## src/rtl/exc_commit.sv

```systemverilog
// Writeback commit and exception arbiter: latches the MEM beat, prioritises interrupts and
// exceptions, drives CSR/GPR writes, flushes the pipe and holds the IF redirect. Optional counters: EXC_COMMIT_PERF_EN.
//
//   state | meaning
//   RUN   | normal commit; a flush here loads redirect_pc and moves to REDIR
//   REDIR | redirect_valid high, redirect_pc held; incoming beats are dropped
module exc_commit #(
    parameter int PERF_W = 32
) (
    input  logic              clk,
    input  logic              reset,
    input  logic              ms_to_ws_valid,
    output logic              ws_allow_in,
    input  logic [31:0]       ms_pc,
    input  logic [4:0]        ms_ex,
    input  logic [31:0]       ms_vaddr,
    input  logic              ms_is_ertn,
    input  logic              ms_csr_we,
    input  logic [13:0]       ms_csr_num,
    input  logic [31:0]       ms_csr_wmask,
    input  logic [31:0]       ms_csr_wvalue,
    input  logic              ms_rf_we,
    input  logic [4:0]        ms_rf_waddr,
    input  logic [31:0]       ms_rf_wdata,
    input  logic              has_int,
    input  logic [31:0]       csr_eentry_data,
    input  logic [31:0]       csr_era_pc,
    output logic              wb_ex,
    output logic              ertn_flush,
    output logic [5:0]        wb_ecode,
    output logic [8:0]        wb_esubcode,
    output logic [31:0]       wb_pc,
    output logic [31:0]       wb_vaddr,
    output logic              csr_we,
    output logic [13:0]       csr_num,
    output logic [31:0]       csr_wmask,
    output logic [31:0]       csr_wvalue,
    output logic              rf_we,
    output logic [4:0]        rf_waddr,
    output logic [31:0]       rf_wdata,
    output logic              flush_pipe,
    output logic              redirect_valid,
    output logic [31:0]       redirect_pc,
    input  logic              redirect_ready,
    output logic [PERF_W-1:0] perf_inst_cnt,
    output logic [PERF_W-1:0] perf_exc_cnt
);

    localparam logic [0:0] S_RUN   = 1'b0;
    localparam logic [0:0] S_REDIR = 1'b1;

    localparam logic [5:0] ECODE_INT  = 6'h00;
    localparam logic [5:0] ECODE_ADEF = 6'h08;
    localparam logic [5:0] ECODE_ALE  = 6'h09;
    localparam logic [5:0] ECODE_SYS  = 6'h0B;
    localparam logic [5:0] ECODE_BRK  = 6'h0C;
    localparam logic [5:0] ECODE_INE  = 6'h0D;

    logic [0:0]  state;

    logic        ws_valid;
    logic [31:0] ws_pc;
    logic [4:0]  ws_ex;
    logic [31:0] ws_vaddr;
    logic        ws_is_ertn;
    logic        ws_csr_we;
    logic [13:0] ws_csr_num;
    logic [31:0] ws_csr_wmask;
    logic [31:0] ws_csr_wvalue;
    logic        ws_rf_we;
    logic [4:0]  ws_rf_waddr;
    logic [31:0] ws_rf_wdata;

    logic        in_run;
    logic        accept;
    logic        int_take;
    logic        exc_hit;
    logic        ex_take;
    logic        commit_ok;

    assign ws_allow_in = 1'b1;
    assign accept      = ms_to_ws_valid && ws_allow_in;

    // A beat arriving while flushing or redirecting is younger than the
    // faulting/ertn instruction and must never reach commit.
    always_ff @(posedge clk) begin
        if (reset) begin
            ws_valid      <= 1'b0;
            ws_pc         <= '0;
            ws_ex         <= '0;
            ws_vaddr      <= '0;
            ws_is_ertn    <= 1'b0;
            ws_csr_we     <= 1'b0;
            ws_csr_num    <= '0;
            ws_csr_wmask  <= '0;
            ws_csr_wvalue <= '0;
            ws_rf_we      <= 1'b0;
            ws_rf_waddr   <= '0;
            ws_rf_wdata   <= '0;
        end else begin
            ws_valid <= accept && in_run && !flush_pipe;
            if (accept) begin
                ws_pc         <= ms_pc;
                ws_ex         <= ms_ex;
                ws_vaddr      <= ms_vaddr;
                ws_is_ertn    <= ms_is_ertn;
                ws_csr_we     <= ms_csr_we;
                ws_csr_num    <= ms_csr_num;
                ws_csr_wmask  <= ms_csr_wmask;
                ws_csr_wvalue <= ms_csr_wvalue;
                ws_rf_we      <= ms_rf_we;
                ws_rf_waddr   <= ms_rf_waddr;
                ws_rf_wdata   <= ms_rf_wdata;
            end
        end
    end

    assign in_run    = (state == S_RUN);
    assign int_take  = ws_valid && has_int && in_run;
    assign exc_hit   = ws_valid && (|ws_ex) && in_run;
    assign ex_take   = int_take || exc_hit;
    assign commit_ok = ws_valid && !ex_take && in_run;

    // ws_ex = {ale, brk, sys, ine, adef}; interrupt outranks every flag.
    always_comb begin
        wb_ecode = 6'h00;
        if (int_take)
            wb_ecode = ECODE_INT;
        else if (exc_hit) begin
            if (ws_ex[0])
                wb_ecode = ECODE_ADEF;
            else if (ws_ex[1])
                wb_ecode = ECODE_INE;
            else if (ws_ex[2])
                wb_ecode = ECODE_SYS;
            else if (ws_ex[3])
                wb_ecode = ECODE_BRK;
            else
                wb_ecode = ECODE_ALE;
        end
    end

    assign wb_esubcode = 9'h000;
    assign wb_ex       = ex_take;
    assign wb_pc       = ws_pc;
    assign wb_vaddr    = ws_vaddr;
    assign ertn_flush  = ws_valid && ws_is_ertn && !ex_take && in_run;
    assign flush_pipe  = ex_take || ertn_flush;

    assign csr_we     = commit_ok && ws_csr_we;
    assign csr_num    = ws_csr_num;
    assign csr_wmask  = ws_csr_wmask;
    assign csr_wvalue = ws_csr_wvalue;
    assign rf_we      = commit_ok && ws_rf_we;
    assign rf_waddr   = ws_rf_waddr;
    assign rf_wdata   = ws_rf_wdata;

    always_ff @(posedge clk) begin
        if (reset) begin
            state       <= S_RUN;
            redirect_pc <= '0;
        end else begin
            case (state)
                S_RUN: begin
                    if (flush_pipe) begin
                        state       <= S_REDIR;
                        redirect_pc <= ex_take ? csr_eentry_data : csr_era_pc;
                    end
                end
                S_REDIR: begin
                    if (redirect_ready)
                        state <= S_RUN;
                end
                default: state <= S_RUN;
            endcase
        end
    end

    assign redirect_valid = (state == S_REDIR);

`ifdef EXC_COMMIT_PERF_EN
    always_ff @(posedge clk) begin
        if (reset) begin
            perf_inst_cnt <= '0;
            perf_exc_cnt  <= '0;
        end else begin
            if (commit_ok)
                perf_inst_cnt <= perf_inst_cnt + 1'b1;
            if (ex_take)
                perf_exc_cnt <= perf_exc_cnt + 1'b1;
        end
    end
`else
    assign perf_inst_cnt = '0;
    assign perf_exc_cnt  = '0;
`endif

endmodule

```

## config.mk

```make
export PLATFORM = sky130hd
export DESIGN_NAME = exc_commit
export DESIGN_NICKNAME = d
export VERILOG_FILES = /design/src/rtl/exc_commit.sv
export SDC_FILE = /design/constraint.sdc
export NUM_CORES = 1
export LEC_CHECK = 0
export CORE_AREA = 2 2 217 219
export CTS_CLUSTER_SIZE = 10
export DETAILED_ROUTE_END_ITERATION = 10
export DIE_AREA = 0 0 219 221
export SYNTH_ARGS = -nofsm -noshare
export SYNTH_HDL_FRONTEND = slang
export SYNTH_SLANG_ARGS = --single-unit
```

## constraint.sdc

```tcl
create_clock -name clk -period 1.41 [get_ports clk]
set_input_delay 0.282 -clock clk [delete_from_list [all_inputs] [get_ports clk]]
set_output_delay 0.282 -clock clk [all_outputs]
set_load 0.02 [all_outputs]
```

== Word-level counts from Yosys, hierarchy flattened ==
Index checks and enable logic that the tools add are counted.
Widths: inputs -> output; s select.
Operators by class
  bitwise operators: 1
  muxes and demuxes: 10
  reduce and logical (&&, ||, !) cells: 19
Operators with widths (number)
  $mux 32: 1
  $logic_and 1x1->1: 13
  $mux 3: 4
  $mux 4: 2
  $reduce_or 5->1: 1
  $logic_not 1->1: 2
  $logic_or 1x1->1: 2
  $mux 1: 2
  $pmux 1 s2: 1
  $reduce_and 2->1: 1
  $not 1->1: 1
Word-level totals
  logic and storage cells: 44
  register bits: 221

== Longest topological paths before layout ==
  depth in word-level cells: 10
  gate-level depth with buffers: 5

== Worst setup path after synthesis ==
OpenSTA, ideal clock, no wires.
  kind: register to output
  start: register state, in the netlist redirect_valid
  end: output port wb_ecode[1]
  buffers on the path: 2
  arrival time: 1.566 ns
  setup slack: -0.438 ns
  stages on the path, launching flop included: 6
  path through: dfxtp_1 nor2b_1 clkbuf_1 clkbuf_1 nand2_1 nor3_1
Between the ends
  cells in the longest elaborated chain, start to end: 4
Ends and longest elaborated chain
  start: declaration: line 59  | logic [0:0] state;
  start signal: assignment: line 160  | state <= S_RUN;
  start signal: assignment: line 166  | state <= S_REDIR;
  start signal: assignment: line 172  | state <= S_RUN;
  $not 1->1 (no source line) (*)
  $logic_and 1x1->1: line 120  | assign exc_hit = ws_valid && (|ws_ex) && in_run;
  $mux 4: line 129  | else if (exc_hit) begin
  $mux 4 (*): line 127  | if (int_take)
  end: declaration: line 30  | output logic [5:0] wb_ecode,
Mark *: on every way between the ends. The rest lies on a longest branch, timed or not.

== Worst setup path after layout ==
  start: register ws_ex[4]
  end: output port rf_we
Between the ends
  cells in the longest elaborated chain, start to end: 8
Ends and longest elaborated chain
  start: declaration: line 63  | logic [4:0] ws_ex;
  start signal: assignment: line 104  | ws_ex <= ms_ex;
  $reduce_or 5->1: line 120
  $logic_and 1x1->1 (2 in a row): line 120
  $logic_or 1x1->1: line 121  | assign ex_take = int_take || exc_hit;
  $logic_not 1->1: line 122  | assign commit_ok = ws_valid && !ex_take && in_run;
  $logic_and 1x1->1 (2 in a row): line 122
  $logic_and 1x1->1: line 154  | assign rf_we = commit_ok && ws_rf_we;
  end: declaration: line 38  | output logic rf_we,
Every way passes these cells.

==> impl_results.md <==
- Req. time, crit path: 1.13 ns
- Worst Hold Slack: 0.174 ns
- Delay-heaviest family, CP: simple AND/OR/NAND/NOR gates
- Fmax: 437 MHz
- Clk root buf: clkbuf_16
- Max-slew violations: 0
- Post-synthesis mux area share: 20.6%
- Clock-pin slew on the worst setup and hold paths: 0.05 ns
- Crit end category: primary output
- Fillers: 4857
- Yosys top cell area share: 48.8%
- Hold-fix buffers, CTS: 0
- Switch Pwr: 4.63 mW
- Vias: 8116
- Clock skew: 0.0158 ns
- Critical-path top delay cell: or4_4
- Sequential fraction of the synthesis area: 48.8%
- Largest family of logic cells by synthesized area: multiplexers
- Failing checks: setup timing
- YS warnings: 0
- Sequence of cells on the critical path: or4_4, nor4_4, buf_4, and2_4, buf_6
- Max-cap viol count: 0
- Final setup vio count: 43
- Final WS setup: -0.879 ns
- Yosys cell types: 26
- Post-DRT Antenna Nets: 0
- Iteration-0 DRC Markers: 307
- Combinational Power Share: 20.8%
- WL met1: 12500 um
- Row count: 79
- H-tree depth: 1
- First-pass GRT wire length: 46900 um
- Initial core utilization: 19.7%
- Met3 Routed Length: 2960 um
- Sw Share: 27.3%
- Synth Area in Adders: 0%
- PortBufs: 476
- Mapped Cells: 925
- Max clock buf depth: 3
- Buffers & Inverters on Critical Path: 2
- Crit path time final: 2.29 ns
- Leakage dissipation: 7.16 nW
- Nets: 1683
- Die area: 0.0484 sq mm
- Initial antenna violation count: 0
- TritonCTS clock tree: yes
- 1st-pass router iterations: 4
- CP Launch Type: flop
- Synth Area in Compound Gates: 8.32%
- Synth top area cells: dfxtp_1, mux2i_1, nor2_1, buf_4, a221oi_1
- CTS Buf Count: 27
- Area of the multi-input gates: 0.00426 sq mm
- CORE AREA: 0.0461 sq mm
- DRC Markers: 0
- Yosys reg bits: 221
- Clock share of power: 38.7%
- Netlist Area Pre-Place: 0.00907 sq mm
- FF/Latch Area: 0.00443 sq mm
- Final core utilization: 32.5%
- Fraction of final layout cells with drive strength greater than 1: 26.4%
- Met2 WL post-DR: 15400 um
- Via density: 3.97
- RSZ-0062 raised after global routing: true
- Number of diodes: 0
- Maximum net fanout on the critical path: 2
- Int Power: 12.4 mW
- Flop pwr share: 40.5%
- Die Y: 221 um
- Vias in the first global route: 8049
- GRT Total Usage: 12.2%
- CP Class: reg2out
- Num Clock Sinks: 221
- Tcrit/Tclk final: 162%
- Pin count of the biggest net entering global routing: 66
- Post-Synth XOR/XNOR Area: 0%
- Critical path data arrival time: 2.01 ns
- Total grt overflow: 0
- DR WL/cell: 15.6 um
- Cell taking the most area after synthesis: dfxtp_1
- Hold Crit Class: in2reg
- Fin. Hold Viols: 0
- Final GP Congestion: 0.778
- Power Dens Cells: 1130 mW/mm^2
- Status: finished with violations
- DPL Wire Length: 22400 um
- Area share of and/or/nand/nor cells after synthesis: 11.3%
- Area delta synth->final: 65.0%
- WL final: 31800 um
- I/O pin total: 553
- Slowest stage delay, CP: 0.56 ns
- Overall die width: 219 um
- Syn avg cell area: 9.81 sq um
- Top layer reached by signal wires: met4
- Max rail drop VDD: 1.07 mV
- Skew-Pair Late Insertion Delay: 0.54 ns
routing by layer:
metal | global-route usage (%) | up-vias
met3 | 4.03 | 56
li1 | - | 3980
met4 | 4.18 | 0
met5 | 0 | -
met1 | 13.9 | 3733
met2 | 21.2 | 347
worst paths after layout:
| kind | depth (start not counted) | from | to | slack (ns) |
|---|---|---|---|---|
| max | 5 | ws_ex[4] | rf_we | -0.88 |
| max reg2reg | 8 | ws_ex[4] | redirect_pc[0] | -0.48 |
| min | 2 | reset | ws_is_ertn | 0.17 |
| min reg2reg | 2 | csr_wmask[28] | csr_wmask[28] | 0.48 |
timing repair:
item,CTS,global route
endpoints found under the setup margin,255,59
cloned,4,1
pin swaps,4,18
setup buffers,10,9
gates resized for setup,923,47
synthesized netlist by cell type (all sizes together):
master and n:
a21oi 2, mux2i 187, buf 106, a211oi 1, dfxtp 221, nor4b 1
o21bai 32, or4 1, clkbuf 36, o22ai 32, o21ba 1, inv 35
nor3 3, conb 2, a221oi 32, and2 3, nand2b 33, nand2 1
nor2 191, nor4 2, a31oi 1, nor2b 2
power by group through the flow:
| stage | sequential, mW | clock, mW | combinational [mW] |
|---|---|---|---|
| finish | 6.87 | 6.57 | 3.54 |
| global route | 6.92 | 7.05 | 3.78 |
| CTS | 6.87 | 6.86 | 3.50 |
| detailed placement | 7.00 | 0 | 3.64 |
| global placement | 6.99 | 0 | 3.61 |
| floorplan | 7.45 | 0 | 1.46 |
kinds of logic after synthesis:
family,after synthesis
AO/OA/AOI/OAI,101
buffers and inverters,177
flip-flops,221
multiplexers,187
other,2
AND/OR/NAND/NOR,237
worst register-to-register path, cell delays in order (launching register included):
cell      delay, ns
dfxtp_2        0.32
or4_4          0.56
buf_4          0.16
buf_6          0.12
nor3_4         0.15
buf_12         0.13
buf_4          0.12
buf_16         0.14
a221oi_1       0.09
state kept, by name (all words and copies together) (netlist names):
register	cells
csr_wmask	32
csr_wvalue	32
redirect_pc	32
rf_wdata	32
wb_pc	32
wb_vaddr	32
csr_num	14
rf_waddr	5
ws_ex	5
redirect_valid	1
ws_csr_we	1
ws_is_ertn	1
ws_rf_we	1
ws_valid	1
through the flow:
stage	setup WS (ns)	total power, mW	cell area (sq um)	TNS [ns]	instances
finish	-0.879	17.0	15000	-22.11	2042
global route	-0.942	17.7	15000	-24.78	2042
CTS	-0.951	17.2	14800	-22.61	2036
detailed placement	-0.837	10.6	14700	-21.90	1985
global placement	-0.825	10.6	14700	-20.73	1985
floorplan	-0.148	8.91	9620	-2.98	999
cell usage in the layout (no fill, tap or decap), types with 2 or more instances in the layout:
cell             netlist  final
clkdlybuf4s50_1        0    253
dfxtp_1              221    213
buf_2                 22    190
mux2i_1              187    187
nor2_1               191    187
conb_1                 2     76
buf_4                 79     58
inv_1                 35     35
nand2b_1              33     32
o22ai_1               32     32
o21bai_1              32     32
a221oi_2               0     29
clkbuf_16              0     28
buf_6                  0     20
buf_12                 0     11
dfxtp_2                0      8
clkbuf_8               0      4
buf_16                 0      4
nor2_4                 0      3
and2_4                 0      3
nor3_4                 1      3
a221oi_1              32      3
clkbuf_1              36      3
nor4_4                 0      2
bufinv_16              0      2
buf_8                  0      2
cell type report:
type	count	share of cell area (%)
inverters	35	0.878
clock inverters	3	0.460
multi-input cells	601	28.5
flip-flops and latches	221	29.6
well taps	607	5.07
repair buffers	541	30.6
clock buffers	34	4.96
Power figures use the tool's default switching activity.
